<file path="config.mk">
export PLATFORM = sky130hd
export DESIGN_NAME = pwm_carrier_sched
export DESIGN_NICKNAME = d
export VERILOG_FILES = /design/src/rtl/pwm_carrier_sched_pkg.sv /design/src/rtl/compare_16bits.sv /design/src/rtl/pwm_carrier_sched.sv
export SDC_FILE = /design/constraint.sdc
export NUM_CORES = 1
export LEC_CHECK = 0
export ABC_AREA = 1
export ABC_CLOCK_PERIOD_IN_PS = 2300
export CAP_MARGIN = 15
export CORE_UTILIZATION = 40
export CTS_BUF_LIST = sky130_fd_sc_hd__clkbuf_4 sky130_fd_sc_hd__clkbuf_8
export DETAILED_ROUTE_END_ITERATION = 8
export GPL_ROUTABILITY_DRIVEN = 0
export PLACE_DENSITY_LB_ADDON = 0.05
export RECOVER_POWER = 100
export SLEW_MARGIN = 25
export SYNTH_ARGS = -nofsm -noshare
export SYNTH_HDL_FRONTEND = slang
export SYNTH_SLANG_ARGS = --single-unit
</file>
<file path="constraint.sdc">
create_clock -name clk -period 2.3 [get_ports clk]
set_input_delay 0.46 -clock clk [delete_from_list [all_inputs] [get_ports clk]]
set_output_delay 0.46 -clock clk [all_outputs]
set_load 0.01 [all_outputs]
</file>
<file path="src/rtl/pwm_carrier_sched_pkg.sv">
// Shared types for the PWM carrier path: channel enable type, counter and
// load-mode encodings, and the shadow->active load-event decode.
`ifndef PWMCOUNT_WIDTH
`define PWMCOUNT_WIDTH 16
`endif

package pwm_carrier_sched_pkg;

  localparam int unsigned PWM_CW = `PWMCOUNT_WIDTH;

  typedef logic _pwm_onoff;

  typedef enum logic [1:0] {
    CNT_UP     = 2'd0,
    CNT_DOWN   = 2'd1,
    CNT_UPDOWN = 2'd2,
    CNT_HOLD   = 2'd3
  } cnt_mode_e;

  typedef enum logic [1:0] {
    LD_ZERO   = 2'd0,
    LD_PERIOD = 2'd1,
    LD_BOTH   = 2'd2,
    LD_IMM    = 2'd3
  } load_mode_e;

  // True when the selected load event is present on the current carrier.
  function automatic logic load_cond(input load_mode_e mode,
                                     input logic       at_zero,
                                     input logic       at_period);
    logic hit;
    case (mode)
      LD_ZERO:   hit = at_zero;
      LD_PERIOD: hit = at_period;
      LD_BOTH:   hit = at_zero | at_period;
      LD_IMM:    hit = 1'b1;
      default:   hit = 1'b0;
    endcase
    return hit;
  endfunction

endpackage

</file>
<file path="src/rtl/compare_16bits.sv">
// Unsigned magnitude comparator used by the PWM compare stage (a < b).
module compare_16bits #(
  parameter int unsigned W = 16
) (
  input  logic [W-1:0] a,
  input  logic [W-1:0] b,
  output logic         lt
);

  assign lt = (a < b);

endmodule

</file>
<file path="src/rtl/pwm_carrier_sched.sv">
// Per-channel PWM carrier generator with double-buffered period/compare
// registers and a registered, enable-gated comparator output.
module pwm_carrier_sched
  import pwm_carrier_sched_pkg::*;
#(
  parameter int unsigned CW = `PWMCOUNT_WIDTH
) (
  input  logic          clk,
  input  logic          rst,
  input  _pwm_onoff     pwm_onoff,
  input  logic [1:0]    count_mode,
  input  logic [1:0]    load_mode,
  input  logic          wr_valid,
  output logic          wr_ready,
  input  logic [CW-1:0] period_in,
  input  logic [CW-1:0] compare_in,
  output logic [CW-1:0] carrier,
  output logic [CW-1:0] compare_act,
  output logic          dir,
  output logic          evt_zero,
  output logic          evt_period,
  output logic          load_evt,
  output logic          pwm
);

  localparam logic [CW-1:0] ZERO_C = {CW{1'b0}};
  localparam logic [CW-1:0] ONE_C  = {{(CW-1){1'b0}}, 1'b1};

  cnt_mode_e     cnt_mode_s;
  load_mode_e    ld_mode_s;

  logic [CW-1:0] carrier_r;
  logic          dir_r;
  logic [CW-1:0] period_act_r;
  logic [CW-1:0] compare_act_r;
  logic [CW-1:0] period_sh_r;
  logic [CW-1:0] compare_sh_r;
  logic          pending_r;
  logic          wr_ready_r;
  logic          load_evt_r;
  logic          pwm_r;

  logic          at_zero_s;
  logic          at_period_s;
  logic          over_s;
  logic          wr_acc_s;
  logic          force_xfer_s;
  logic          xfer_s;
  logic          cmp_lt_s;
  logic [CW-1:0] carrier_nxt_s;
  logic          dir_nxt_s;

  assign cnt_mode_s  = cnt_mode_e'(count_mode);
  assign ld_mode_s   = load_mode_e'(load_mode);

  assign at_zero_s   = (carrier_r == ZERO_C);
  assign at_period_s = (carrier_r == period_act_r);
  assign over_s      = (carrier_r > period_act_r);
  assign wr_acc_s    = wr_valid & wr_ready_r;

  // A channel that is off or frozen has no load events to wait for.
  assign force_xfer_s = ~pwm_onoff | (cnt_mode_s == CNT_HOLD);

  // Shadow->active transfer decision on the current registered carrier.
  always_comb begin
    xfer_s = 1'b0;
    if (pending_r) begin
      xfer_s = force_xfer_s | load_cond(ld_mode_s, at_zero_s, at_period_s);
    end else begin
      xfer_s = 1'b0;
    end
  end

  // Next carrier/direction; carrier above period_act recovers without wrapping.
  always_comb begin
    carrier_nxt_s = carrier_r;
    dir_nxt_s     = dir_r;
    if (!pwm_onoff) begin
      carrier_nxt_s = ZERO_C;
      dir_nxt_s     = 1'b0;
    end else begin
      case (cnt_mode_s)
        CNT_UP: begin
          dir_nxt_s = 1'b0;
          if (at_period_s || over_s) begin
            carrier_nxt_s = ZERO_C;
          end else begin
            carrier_nxt_s = carrier_r + ONE_C;
          end
        end
        CNT_DOWN: begin
          dir_nxt_s = 1'b1;
          if (at_zero_s || over_s) begin
            carrier_nxt_s = period_act_r;
          end else begin
            carrier_nxt_s = carrier_r - ONE_C;
          end
        end
        CNT_UPDOWN: begin
          if (over_s || (period_act_r == ZERO_C)) begin
            carrier_nxt_s = ZERO_C;
            dir_nxt_s     = 1'b0;
          end else if (at_period_s) begin
            carrier_nxt_s = carrier_r - ONE_C;
            dir_nxt_s     = 1'b1;
          end else if (at_zero_s) begin
            carrier_nxt_s = ONE_C;
            dir_nxt_s     = 1'b0;
          end else if (dir_r) begin
            carrier_nxt_s = carrier_r - ONE_C;
            dir_nxt_s     = 1'b1;
          end else begin
            carrier_nxt_s = carrier_r + ONE_C;
            dir_nxt_s     = 1'b0;
          end
        end
        CNT_HOLD: begin
          carrier_nxt_s = carrier_r;
          dir_nxt_s     = dir_r;
        end
        default: begin
          carrier_nxt_s = carrier_r;
          dir_nxt_s     = dir_r;
        end
      endcase
    end
  end

  // Carrier and direction registers.
  always_ff @(posedge clk) begin
    if (rst) begin
      carrier_r <= ZERO_C;
      dir_r     <= 1'b0;
    end else begin
      carrier_r <= carrier_nxt_s;
      dir_r     <= dir_nxt_s;
    end
  end

  // Write handshake, shadow capture and shadow->active transfer.
  always_ff @(posedge clk) begin
    if (rst) begin
      period_sh_r   <= ZERO_C;
      compare_sh_r  <= ZERO_C;
      period_act_r  <= ZERO_C;
      compare_act_r <= ZERO_C;
      pending_r     <= 1'b0;
      wr_ready_r    <= 1'b1;
      load_evt_r    <= 1'b0;
    end else begin
      if (wr_acc_s) begin
        period_sh_r  <= period_in;
        compare_sh_r <= compare_in;
        pending_r    <= 1'b1;
        wr_ready_r   <= 1'b0;
      end else if (xfer_s) begin
        period_act_r  <= period_sh_r;
        compare_act_r <= compare_sh_r;
        pending_r     <= 1'b0;
      end else if (load_evt_r) begin
        wr_ready_r <= 1'b1;
      end else begin
        pending_r <= pending_r;
      end
      load_evt_r <= xfer_s;
    end
  end

  compare_16bits #(
    .W (CW)
  ) u_cmp (
    .a  (carrier_r),
    .b  (compare_act_r),
    .lt (cmp_lt_s)
  );

  // Registered, enable-gated comparator output.
  always_ff @(posedge clk) begin
    if (rst) begin
      pwm_r <= 1'b0;
    end else begin
      pwm_r <= pwm_onoff & cmp_lt_s;
    end
  end

  assign carrier     = carrier_r;
  assign dir         = dir_r;
  assign compare_act = compare_act_r;
  assign wr_ready    = wr_ready_r;
  assign load_evt    = load_evt_r;
  assign pwm         = pwm_r;
  assign evt_zero    = at_zero_s;
  assign evt_period  = at_period_s;

endmodule

</file>
# Word-level counts from Yosys, hierarchy flattened
# Index checks and enable logic that the tools add are counted.
# word_totals
ff_bits	85
inputBits	40
out_inout_bits	38
elab_cells	61
# classes
addsub	2
magnitude_cmp	2
n_eq_ne	8
mux	20
bitwise_logic	7
n_reduce_logical	12
# op_table
op	n
2-to-1 mux 16 bit	6
case mux 16 bit (3 select lines)	1
zero test 16 bit	2
adder 16 x 1 -> 16 bit (second input constant)	1
== test 16 bit	1
> comparator 16 bit	1
less-than comparator 16 bit	1
subtractor 16 x 1 -> 16 bit (second input constant)	1
2-to-1 mux 1 bit	11
== test 2 bit (second input constant)	4
== test 2 x 1 -> 1 bit (second input constant)	2
zero test 2 bit	2
case mux 1 bit (4 select lines)	1
AND reduction 2 bit	2
nonzero test 2 bit	2
logical OR 1 bit	3
OR 1 bit	3
case mux 1 bit (3 select lines)	1
AND 1 bit	2
inequality test 2 bit (second input constant)	1
inverter 1 bit	2
OR reduction 2 bit	1

# Depth between registers and ports, before layout
# Gate-level depths: netlist (run 1).
# depth
ltp_word	8
mapped_depth	16
ltp_nobuf	15

# Cells and area by module
# Synthesis (run 1) repeated with hierarchy kept, for this count alone.
# unflattened
cells_unflattened	930
hier_area_um2	5896.9
# by_module_without_submodules
module	instances	cells_each	area_each_um2	seq_area_each_um2
pwm_carrier_sched	1	864	5497.8	1701.6
compare_16bits	1	66	399.1	0.0

# Worst setup path before layout (run 1)
# OpenSTA, ideal clock, no wires.
# synth_path
path_kind	reg-to-reg
start	reg carrier_r[0], in the netlist carrier[0]
end	reg carrier_r[6], in the netlist carrier[6]
setup_ps	117
t_arrival_ps	1957
required_time_ps	2183
setup_slack_ps	226
stages_incl_launch_ff	13
n_path_buf	1
synth_period_minus_slack_ps	2074
path_cell_list	dfxtp_1 > inv_1 > ha_1 > nand2_1 > nor2_1 > nand3b_1 > nand2_2 > nand2_2 > buf_4 > nand3_1 > nand3_1 > a21oi_1 > nor2_1
# synth_via
elab_chain_cells	6
elab_cells_between_ends	15
classes_between	add/sub: 2; order compare: 1; eq/ne: 1; mux: 7; reduce/logical: 4
# synth_rtl
item	line	rtl
start: declaration	pwm_carrier_sched.sv:32	logic [CW-1:0] carrier_r;
start signal: assignment	pwm_carrier_sched.sv:135	carrier_r <= carrier_nxt_s;
adder 16 x 1 -> 16 bit / subtractor 16 x 1 -> 16 bit (equally long branches)	n/a	
2-to-1 mux 16 bit	pwm_carrier_sched.sv:109	end else if (dir_r) begin
2-to-1 mux 16 bit	pwm_carrier_sched.sv:106	end else if (at_zero_s) begin
2-to-1 mux 16 bit	pwm_carrier_sched.sv:103	end else if (at_period_s) begin
2-to-1 mux 16 bit	pwm_carrier_sched.sv:100	if (over_s || (period_act_r == ZERO_C)) begin
case mux 16 bit (3 select lines) *	pwm_carrier_sched.sv:82	case (cnt_mode_s)
# Every way passes the cells marked *; elsewhere a longest branch is shown, timed or not.
# A chain may end at the register's enable or synchronous reset.

# Worst setup path after layout (run 1)
# layout_path
start	reg period_act_r[15]
end	reg carrier_r[0], in the netlist carrier[0]
# layout_via
elab_chain_cells	4
elab_cells_between_ends	11
classes_between	order compare: 1; eq/ne: 1; mux: 5; reduce/logical: 4
# layout_rtl
item	line	rtl
start: declaration	pwm_carrier_sched.sv:34	logic [CW-1:0] period_act_r;
start signal: assignment	pwm_carrier_sched.sv:157	period_act_r <= period_sh_r;
> comparator 16 bit, or another cell as far along	pwm_carrier_sched.sv:58	assign over_s = (carrier_r > period_act_r);
logical OR 1 bit, or another cell as far along	pwm_carrier_sched.sv:100	
2-to-1 mux 16 bit (on tied branches)	pwm_carrier_sched.sv:100, pwm_carrier_sched.sv:85, pwm_carrier_sched.sv:93	
case mux 16 bit (3 select lines) *	pwm_carrier_sched.sv:82	
# Marked as above.

==> metrics.md, run 1 <==
| Metric | Value |
|---|---|
| Sequential-to-total area share from yosys stat | 0.302 |
| Max Slew Vio Count | 0 |
| Register area | 1700 um^2 |
| PwrDens | 646 nW/um^2 |
| Max Root-Sink Buffers | 2 |
| WP data arrival | 2.50 ns |
| R2R Setup Slk | 0.08 ns |
| Ys Warns | 0 |
| Fillcell total | 1452 |
| Sw Pwr | 1850 uW |
| Status | complete, no violations |
| Clock buffer count from CTS | 9 |
| Crit. End Element | flop |
| ANT nets after route | 0 |
| Setup Viol. Count Final | 0 |
| RR Startpoint | period_act_r[15]$_SDFFE_PP0P_ |
| Die Wd | 121 um |
| Post-synth EDFFs | 0 |
| Most frequent cells in the layout | nand2_1, nor2_1, inv_1 |
| Clock transition at the registers of the reported paths | 0.09 ns |
| Max_cap viols | 0 |
| Commonest non-fill, non-tap cell in the layout | nand2_1 |
| Largest net degree at the start of global routing | 40 |
| Overall Power | 4660 uW |
| TritonCTS clock tree | yes |
| Clk_lat worst skew | 0.35 ns |
| Multi-input gate area | 3400 um^2 |
| Share of power burned in registers | 0.350 |
| Drt total wl | 17.9 mm |
| Final worst clock skew | 0.0119 ns |
| Root Buffer | clkbuf_8 |
| Setup crit start | period_act_r[15]$_SDFFE_PP0P_ |
| Syn_area_per_cell | 6.56 um^2 |
| Vias in the first global route | 5821 |
| Peak supply drop | 0.279 mV |
| Combinational share of power | 0.443 |
| Die ar. | 14600 um^2 |
| Post-DR vias/cell | 5.08 |
| HP Start | compare_sh_r[12]$_SDFFE_PP0P_ |
| Distinct cells, synth | 38 |
| Lkg Pwr | 0.00346 uW |
| Post-synth top flop | dfxtp_1 |
| WP data required | 2.58 ns |
| Slew at the pin with the worst max-slew slack | 0.589 ns |
| Clock Power Share | 0.207 |
| First DRT Iteration DRCs | 348 |
| Hold WC Path Type | flop to flop |
| Fin. Hold Viols | 0 |
| Sinks on Clock Net | 85 |
| Reg-to-reg critical path endpoint | carrier[0]$_SDFFE_PP0N_ |
| # placed instances | 1147 |
| Nets | 1065 |
| Critical Path Start Type | flop |
| Fin cells | 1172 |
| Final min period | 2.22 ns |
| Layout cell share with drive strength beyond 1 | 0.151 |
| Die height | 121 um |
| Initial core utilization | 0.408 |
| Port buffer count | 77 |
| Sw frac | 0.397 |
| Layout area overhead | 28.0% |
| Internal power | 2810 uW |
| Post-DP HPWL | 14.2 mm |
| Top fanout value on the critical path | 7 |
| GRT overflow | 0 |
| Post-synth ARST share | 0 |
| Vias | 5959 |
| Synthesized Nets | 936 |
| I/O pins | 78 |
| Routed len/inst | 15.3 um |
| Gr usage total | 0.253 |
| Core area | 13800 um^2 |
| Slew headroom | 0.608 |
| Max Fclk | 451 MHz |
| Number of synthesized register bits | 85 |
| N_diodes | 0 |
| Initial antenna violation count | 0 |
| Hold slack | 0.475 ns |
| CP Class | flop to flop |
| Worst reg2reg path depth | 14 |
| Post-Syn Area | 5640 um^2 |
| First-pass GRT wire length | 28.8 mm |
| Htree depth | 3 |
| Finished Core Util | 0.522 |
| Cells after synthesis | 859 |
| TritonRoute pass-1 iters | 5 |
| DRC | 0 |
| Hold EP | compare_sh_r[12]$_SDFFE_PP0P_ |
| Hold Path Cell Cnt | 2 |
| Cell row count | 43 |
| Final cycle utilization of the critical path | 0.963 |
flip-flops by register name, summed over array words and instances (netlist names):
register / count
compare_act: 16
pending_r: 1
period_act_r: 16
load_evt: 1
dir: 1
period_sh_r: 16
compare_sh_r: 16
carrier: 16
pwm: 1
wr_ready: 1
routing by layer:
metal  part of all wire  routed length, um  track usage
met1               0.44               7970        0.325
met2               0.48               8590        0.425
met3              0.043                774       0.0283
met4              0.034                616        0.114
met5                  0                  0            0
synthesized netlist by cell type, types with 2 or more instances:
library cell	count	area, um^2
a21oi_2	31	272
nand2_2	4	25.0
nand3_1	63	315
buf_1	5	18.8
nand2_1	223	837
o21ai_1	3	15.0
nor3_1	4	20.0
inv_1	85	319
nand3_2	3	30.0
nand4_1	9	56.3
nor2_1	116	435
clkbuf_1	17	63.8
o211ai_1	3	22.5
nor4_1	3	18.8
dfxtp_1	85	1700
a22oi_1	3	22.5
clkinv_1	2	7.51
xor2_1	17	149
o21ai_0	59	295
a21oi_1	46	230
buf_2	6	30.0
inv_2	3	11.3
nor2_2	5	31.3
nand3b_1	3	22.5
nor2_4	2	22.5
ha_1	37	463
xnor2_1	2	17.5
buf_6	6	67.6
buf_4	5	37.5
cell type report:
class / count / area share
multi-input cells: 644 / 0.471
flip-flops and latches: 85 / 0.236
repair buffers: 157 / 0.190
inverters: 91 / 0.0484
well taps: 180 / 0.0312
clock buffers: 10 / 0.0191
clock inverters: 5 / 0.00485
power by group through the flow:
stage / Clock, uW / Sequential, uW / Combinational, uW
2_1_floorplan: 0 / 1690 / 1200
3_3_place_gp: 0 / 1660 / 1970
3_5_place_dp: 0 / 1670 / 1970
4_1_cts: 991 / 1630 / 1990
5_1_grt: 1060 / 1640 / 2280
6_report: 967 / 1630 / 2060
how the worst max path moves through the flow:
| stage | to | slack (ns) | depth (start not counted) |
|---|---|---|---|
| CTS | evt_zero | 0.0005 | 7 |
| global placement | carrier[14]$_SDFFE_PP0N_ | -0.15 | 9 |
| global route | carrier[4]$_SDFFE_PP0N_ | -0.05 | 14 |
| floorplan | carrier[6]$_SDFFE_PP0N_ | 0.23 | 12 |
| finish | carrier[0]$_SDFFE_PP0N_ | 0.08 | 14 |
| detailed placement | carrier[14]$_SDFFE_PP0N_ | -0.16 | 9 |
logic make-up after synthesis:
| group | share of synthesized area |
|---|---|
| XOR/XNOR | 0.0295 |
| adder cells (fa/ha/maj) | 0.0821 |
| AO/OA/AOI/OAI | 0.159 |
| buffers and inverters | 0.0994 |
| flip-flops | 0.302 |
| AND/OR/NAND/NOR | 0.328 |
worst max-delay path, stage by stage (launching register included):
cell and delay [ns]:
dfxtp_1 0.32, inv_1 0.05, ha_1 0.29, nand2_1 0.12, nor2_2 0.06, buf_4 0.13
a21oi_2 0.16, nand3_1 0.13, buf_4 0.17, a21oi_4 0.14, buf_6 0.15, inv_1 0.06
o21ai_0 0.18, nand2_1 0.08, a21oi_1 0.12
timing repair:
item / 4_1_cts / 5_1_grt
pin swaps: 3 / 9
buffers inserted: 0 / 9
endpoints found under the setup margin: 6 / 50
hold buffers: 0 / 0
cloned: 0 / 1
endpoints found under the hold margin: 0 / 0
resized for setup: 12 / 28
metrics by stage:
| step | setup TNS [ns] | setup WS [ns] | cell area (um^2) |
|---|---|---|---|
| 5_1_grt | -0.125 | -0.0547 | 7220 |
| 4_1_cts | 0 | 0.000470 | 7170 |
| 3_5_place_dp | -0.530 | -0.155 | 6990 |
| 3_3_place_gp | -0.467 | -0.149 | 6990 |
| 6_report | 0 | 0.0843 | 7220 |
| 2_1_floorplan | 0 | 0.226 | 5640 |
Power figures use the tool's default switching activity.
==> run 2, diff against run 1 <==
--- a/config.mk
+++ b/config.mk
@@ -14,6 +14,7 @@
 export GPL_ROUTABILITY_DRIVEN = 0
 export PLACE_DENSITY_LB_ADDON = 0.05
 export RECOVER_POWER = 100
+export REMOVE_ABC_BUFFERS = 1
 export SLEW_MARGIN = 25
 export SYNTH_ARGS = -nofsm -noshare
 export SYNTH_HDL_FRONTEND = slang
==> run 2 against run 1 <==
Compared with the run above:
- wire length grew 0.82%
- hold slack lost 0.0011 ns
- clock-buffer cell count grew 2
- clock power is essentially flat
- total power grew 2.4%
- sequential share of layout area shrank 0.62 points
- register-to-register slack gained 0.03 ns
- die area is the same
- final cell count shrank 0.43%
- largest power group unchanged
==> metrics.md, run 2 (same netlist as run 1, synthesis figures left out) <==
| Metric | Value |
|---|---|
| Clock buffer count from CTS | 9 (unchanged) |
| Worst Setup EP | evt_period |
| Combinational share of power | 0.456 (+0.013) |
| Setup Viol. Count Final | 0 (unchanged) |
| First DRT Iteration DRCs | 404 (+16%) |
| Drt total wl | 18.1 mm (+0.82%) |
| Layout cell share with drive strength beyond 1 | 0.181 (+0.0301) |
| Clk_lat worst skew | 0.38 ns (+0.03 ns) |
| R2R Setup Slk | 0.11 ns (+0.03 ns) |
| Internal power | 2860 uW (+1.8%) |
| Port buffer count | 77 (unchanged) |
| # placed instances | 1142 (-0.44%) |
| Clock Power Share | 0.202 (-0.005) |
| Initial core utilization | 0.408 (unchanged) |
| WP data required | 1.84 ns (-0.74 ns) |
| Sw Pwr | 1910 uW (+3.4%) |
| Max Slew Vio Count | 0 (unchanged) |
| Max Root-Sink Buffers | 2 (unchanged) |
| GRT overflow | 0 (unchanged) |
| Vias in the first global route | 5584 (-4.1%) |
| Cell Area, Placed | 6970 um^2 (-0.36%) |
| Critical Path Start Type | flop |
| TritonRoute pass-1 iters | 7 (+2) |
| Slew at the pin with the worst max-slew slack | 0.873 ns (+0.284 ns) |
| RR Startpoint | period_act_r[13]$_SDFFE_PP0P_ |
| Vias | 6014 (+0.92%) |
| Slew headroom | 0.418 (-0.189) |
| Die ar. | 14600 um^2 (unchanged) |
| Max_cap viols | 0 (unchanged) |
| Peak supply drop | 0.259 mV (-7.2%) |
| Share of power burned in registers | 0.342 (-0.008) |
| PwrDens | 643 nW/um^2 (-0.40%) |
| Final min period | 2.21 ns (-0.00308 ns) |
| Lkg Pwr | 0.00349 uW (+0.97%) |
| Slowest-stage cell, CP | dfxtp_1 |
| Final instance area | 7420 um^2 (+2.8%) |
| Status | complete, no violations |
| Htree depth | 3 (unchanged) |
| I/O pins | 78 (unchanged) |
| Final worst clock skew | 0.00854 ns (-0.00336 ns) |
| Sinks on Clock Net | 85 (unchanged) |
| Routed len/inst | 15.5 um (+1.3%) |
| Fin cells | 1167 (-0.43%) |
| Initial antenna violation count | 0 (unchanged) |
| Core area | 13800 um^2 (unchanged) |
| Die height | 121 um (unchanged) |
| Place WS | -0.0515 ns (+0.104 ns) |
| Layout area overhead | 31.6% |
| Top fanout value on the critical path | 5 (-2) |
| ANT nets after route | 0 (unchanged) |
| Worst-path cell chain | inv_1 > ha_1 > nand2_2 > nor2_4 > nand2_2 > nor2_4 > nand2_4 > inv_4 > buf_2 |
| N_diodes | 0 (unchanged) |
| Reg-to-reg critical path endpoint | carrier[2]$_SDFFE_PP0N_ |
| WP data arrival | 1.75 ns (-0.75 ns) |
| Hold-fix buffers, CTS | 0 (unchanged) |
| Gr usage total | 0.249 (-0.00454) |
| Hold WC Path Type | flop to flop |
| Crit-path max cell delay | 0.32 ns (about the same) |
| Post-DP HPWL | 13.5 mm (-5.1%) |
| Crit. End Element | output pin |
| Final WS setup | 0.0874 ns (+0.00308 ns) |
| Commonest non-fill, non-tap cell in the layout | nand2_1 |
| DRC | 0 (unchanged) |
| Fin. Hold Viols | 0 (unchanged) |
| Most frequent cells in the layout | nand2_1, nor2_1, dfxtp_1 |
| Cell row count | 43 (unchanged) |
| Die Wd | 121 um (unchanged) |
| Clock transition at the registers of the reported paths | 0.09 ns (about the same) |
| Root Buffer | clkbuf_8 |
| Worst reg2reg path depth | 13 (-1) |
| CP Class | flop to output pin |
| Final cycle utilization of the critical path | 0.962 (-0.00134) |
| Post-DR vias/cell | 5.15 (+1.4%) |
| Sw frac | 0.400 (+0.00364) |
| Fillcell total | 1405 (-3.2%) |
| Largest net degree at the start of global routing | 50 (+25%) |
| TritonCTS clock tree | yes |
| Finished Core Util | 0.537 (+0.0148) |
| Setup crit start | period_act_r[13]$_SDFFE_PP0P_ |
| Nets | 1061 (-0.38%) |
| Max Fclk | 452 MHz (+0.14%) |
| First-pass GRT wire length | 27.9 mm (-3.2%) |
## run 2: cell type report
class | count | area, um^2 | area share
sequential | 85 | 1710 | 0.230
inverter | 91 | 352 | 0.0474
timing repair buffer | 153 | 1440 | 0.194
tap | 180 | 225 | 0.0303
clock inverter | 2 | 12.5 | 0.00169
multi-input combinational | 644 | 3540 | 0.477
clock buffer | 12 | 146 | 0.0197
## run 2: power groups by stage
stage               Sequential, uW  Clock (uW)  Combinational, uW
floorplan                     1700           0               1120
global placement              1660           0               1930
detailed placement            1670           0               1950
CTS                           1630         995               1950
global route                  1640        1050               2400
finish                        1630         964               2180
## run 2: worst min path at each step
stage,to,cells after the start,slack [ns],startpoint
floorplan,compare_sh_r[0]$_SDFFE_PP0P_,2,0.44,compare_sh_r[0]$_SDFFE_PP0P_
global placement,period_sh_r[8]$_SDFFE_PP0P_,2,0.45,period_sh_r[8]$_SDFFE_PP0P_
detailed placement,compare_sh_r[5]$_SDFFE_PP0P_,2,0.46,compare_sh_r[5]$_SDFFE_PP0P_
CTS,compare_sh_r[2]$_SDFFE_PP0P_,2,0.48,compare_sh_r[2]$_SDFFE_PP0P_
global route,period_sh_r[8]$_SDFFE_PP0P_,2,0.49,period_sh_r[8]$_SDFFE_PP0P_
finish,period_sh_r[8]$_SDFFE_PP0P_,2,0.47,period_sh_r[8]$_SDFFE_PP0P_
## run 2: metal layers
metal / wire (um) / GRT usage / up-vias
li1: - / - / 3021
met1: 8330 / 0.328 / 2772
met4: 426 / 0.102 / 0
met3: 1070 / 0.0458 / 32
met5: 0 / 0 / -
met2: 8260 / 0.398 / 189
## run 2: worst max-delay path, delay by kind of cell (launching register included)
kind	cells	cell delay (ns)
adders and majority gates	1	0.31
buffers and inverters	3	0.24
DFF	1	0.32
and+or+nand+nor	5	0.51
## run 2: what timing repair did
item,in CTS,in global routing
pin swaps,4,10
setup buffers,0,9
cloned,0,2
gates resized for setup,11,52
setup endpoints to repair,4,50
## run 2: stage by stage
step / TNS [ns] / hold WS [ns] / power, uW
after floorplan: -8.03 / 0.442 / 2820
after global placement: -0.00813 / 0.450 / 3600
after CTS: 0 / 0.480 / 4580
after detailed placement: -0.0757 / 0.460 / 3620
final: 0 / 0.474 / 4770
after global routing: -0.0879 / 0.491 / 5100
==> run 3, diff against run 2 <==
--- a/config.mk
+++ b/config.mk
@@ -11,10 +11,10 @@
 export CORE_UTILIZATION = 40
 export CTS_BUF_LIST = sky130_fd_sc_hd__clkbuf_4 sky130_fd_sc_hd__clkbuf_8
 export DETAILED_ROUTE_END_ITERATION = 8
+export DONT_BUFFER_PORTS = 1
 export GPL_ROUTABILITY_DRIVEN = 0
 export PLACE_DENSITY_LB_ADDON = 0.05
 export RECOVER_POWER = 100
-export REMOVE_ABC_BUFFERS = 1
 export SLEW_MARGIN = 25
 export SYNTH_ARGS = -nofsm -noshare
 export SYNTH_HDL_FRONTEND = slang
==> run 3 against run 2 <==
Compared with the run above:
- first-iteration DRC count is 8.7% lower
- non-clock buffer count is 87 lower
- hold slack worse by 0.32 ns
- sequential cell count stayed put
==> metrics.md, run 3 (same netlist as run 1, synthesis figures left out) <==
| Metric | Value |
|---|---|
| Commonest non-fill, non-tap cell in the layout | nand2_1 |
| Max Slew Vio Count | 0 (unchanged) |
| Initial core utilization | 0.408 (unchanged) |
| Most used cell, CP | buf_4 |
| Overall Power | 4750 uW (-0.50%) |
| First-pass GRT wire length | 28.1 mm (+0.62%) |
| Post-DP HPWL | 13.9 mm (+2.9%) |
| Post-DR vias/cell | 5.16 (+0.11%) |
| Register area | 1710 um^2 (+0.37%) |
| Crit. End Element | output pin |
| Fin cells | 1082 (-7.3%) |
| Clock transition at the registers of the reported paths | 0.08 ns (about the same) |
| DRC | 0 (unchanged) |
| Kind of cell adding the most delay to the critical path | simple AND/OR/NAND/NOR gates |
| Nets | 974 (-8.2%) |
| Lkg Pwr | 0.00308 uW (-12%) |
| Stages on worst setup path | 5 (-4) |
| N_diodes | 0 (unchanged) |
| Port buffer count | 0 (-100%) |
| Sinks on Clock Net | 85 (unchanged) |
| Slowest-stage cell, CP | dfxtp_1 |
| Final instance area | 6580 um^2 (-11%) |
| Final min period | 2.24 ns (+0.0253 ns) |
| Die height | 121 um (unchanged) |
| ANT nets after route | 0 (unchanged) |
| Top fanout value on the critical path | 9 (+4) |
| Max Fclk | 447 MHz (-1.1%) |
| Share of power burned in registers | 0.348 (+0.006) |
| Slew headroom | 0.573 (+0.155) |
| WP data arrival | 1.78 ns (+0.03 ns) |
| Layout area overhead | 16.7% |
| Cell Area, Placed | 6160 um^2 (-12%) |
| Internal power | 2910 uW (+1.8%) |
| Hold-fix buffers, CTS | 0 (unchanged) |
| Worst-path cell chain | buf_4 > nor2_1 > nand2_2 > nor3_4 > buf_4 |
| Cell row count | 43 (unchanged) |
| Die ar. | 14600 um^2 (unchanged) |
| Setup Viol. Count Final | 0 (unchanged) |
| Slew at the pin with the worst max-slew slack | 0.640 ns (-0.233 ns) |
| Core area | 13800 um^2 (unchanged) |
| Multi-input gate area | 3500 um^2 (-0.99%) |
| Hold Path Cell Cnt | 1 (-1) |
| I/O pins | 78 (unchanged) |
| CP Class | flop to output pin |
| Place WS | 0.0330 ns (+0.0845 ns) |
| First DRT Iteration DRCs | 369 (-8.7%) |
| Fin. Hold Viols | 0 (unchanged) |
| Clk_lat worst skew | 0.36 ns (-0.02 ns) |
| Peak supply drop | 0.390 mV (+51%) |
| Fillcell total | 1470 (+4.6%) |
| Clock buffer count from CTS | 9 (unchanged) |
| Layout cell share with drive strength beyond 1 | 0.183 (+0.00157) |
| WP buf/inv | 2 (-1) |
| Max Root-Sink Buffers | 2 (unchanged) |
| Initial antenna violation count | 0 (unchanged) |
| # placed instances | 1063 (-6.9%) |
| Vias | 5582 (-7.2%) |
| Vias in the first global route | 5291 (-5.2%) |
| Routed len/inst | 16.4 um (+5.8%) |
| Critical Path Start Type | flop |
| Status | complete, no violations |
| Die Wd | 121 um (unchanged) |
| PwrDens | 722 nW/um^2 (+12%) |
| Max_cap viols | 0 (unchanged) |
| Clock Power Share | 0.250 (+0.048) |
| Htree depth | 3 (unchanged) |
| Largest net degree at the start of global routing | 50 (unchanged) |
| Worst reg2reg path depth | 11 (-2) |
| Hold WC Path Type | primary input to flop |
| WP data required | 1.84 ns (about the same) |
| Crit-path max cell delay | 0.34 ns (+0.02 ns) |
| TritonCTS clock tree | yes |
| TritonRoute pass-1 iters | 5 (-2) |
| Sw frac | 0.387 (-0.0136) |
| Root Buffer | clkbuf_8 |
| Sw Pwr | 1840 uW (-3.9%) |
| GRT overflow | 0 (unchanged) |
| Most frequent cells in the layout | nand2_1, nor2_1, inv_1 |
| Combinational share of power | 0.402 (-0.054) |
| Final WS setup | 0.0620 ns (-0.0253 ns) |
| Drt total wl | 17.7 mm (-1.9%) |
| Gr usage total | 0.248 (-0.000454) |
| Final worst clock skew | 0.0149 ns (+0.00635 ns) |
| Final cycle utilization of the critical path | 0.973 (+0.0110) |
run 3: routing by layer:
metal | GRT usage | vias up | routed length [um]
met2 | 0.423 | 163 | 8570
met5 | 0 | - | 0
met4 | 0.0880 | 0 | 410
met3 | 0.0302 | 27 | 912
met1 | 0.321 | 2547 | 7860
li1 | - | 2845 | -
run 3: area by class of cell:
| type | instances | share of cell area |
|---|---|---|
| clock buffers | 11 | 0.0211 |
| inverters | 91 | 0.0532 |
| repair buffers | 66 | 0.0861 |
| flip-flops and latches | 85 | 0.260 |
| multi-input cells | 644 | 0.532 |
| well taps | 180 | 0.0342 |
| clock inverters | 5 | 0.0127 |
run 3: metrics by stage:
step           setup TNS, ns  utilization  hold WS, ns
2_1_floorplan              0            -        0.442
3_3_place_gp               0        0.445        0.450
3_5_place_dp               0        0.445        0.456
4_1_cts                    0        0.463        0.141
5_1_grt               -0.343        0.476        0.141
6_report                   0        0.476        0.158
run 3: power by group through the flow:
stage,registers [uW],logic (uW),clock network (uW)
floorplan,1690,1200,0
global placement,1680,1770,0
detailed placement,1680,1790,0
CTS,1650,1830,1220
global route,1660,2120,1280
finish,1650,1910,1190
run 3: final timing paths:
check                                                   start                            end  slack, ns
worst max-delay path                 carrier[12]$_SDFFE_PP0N_                       evt_zero       0.06
worst min-delay path                                      rst         pending_r$_SDFFE_PP0P_       0.16
worst max register to register       carrier[12]$_SDFFE_PP0N_   period_act_r[6]$_SDFFE_PP0P_       0.07
worst min register to register  compare_sh_r[15]$_SDFFE_PP0P_  compare_sh_r[15]$_SDFFE_PP0P_       0.47
run 3: what timing repair did:
item / CTS / global route
pin swaps: 3 / 8
setup buffers: 1 / 1
setup endpoints to repair: 4 / 50
cloned: 0 / 1
gates resized for setup: 7 / 40
endpoints found under the hold margin: 0 / 0
run 3: worst reg2reg max path: stages, from the launching register on:
cell and delay [ns]:
dfxtp_1 0.34, buf_4 0.20, nor2_1 0.24, nand2_2 0.14, nor3_4 0.30, inv_2 0.07
o211ai_2 0.23, nand2_2 0.11, inv_4 0.11, nand2_8 0.11, buf_12 0.19, a21oi_2 0.13
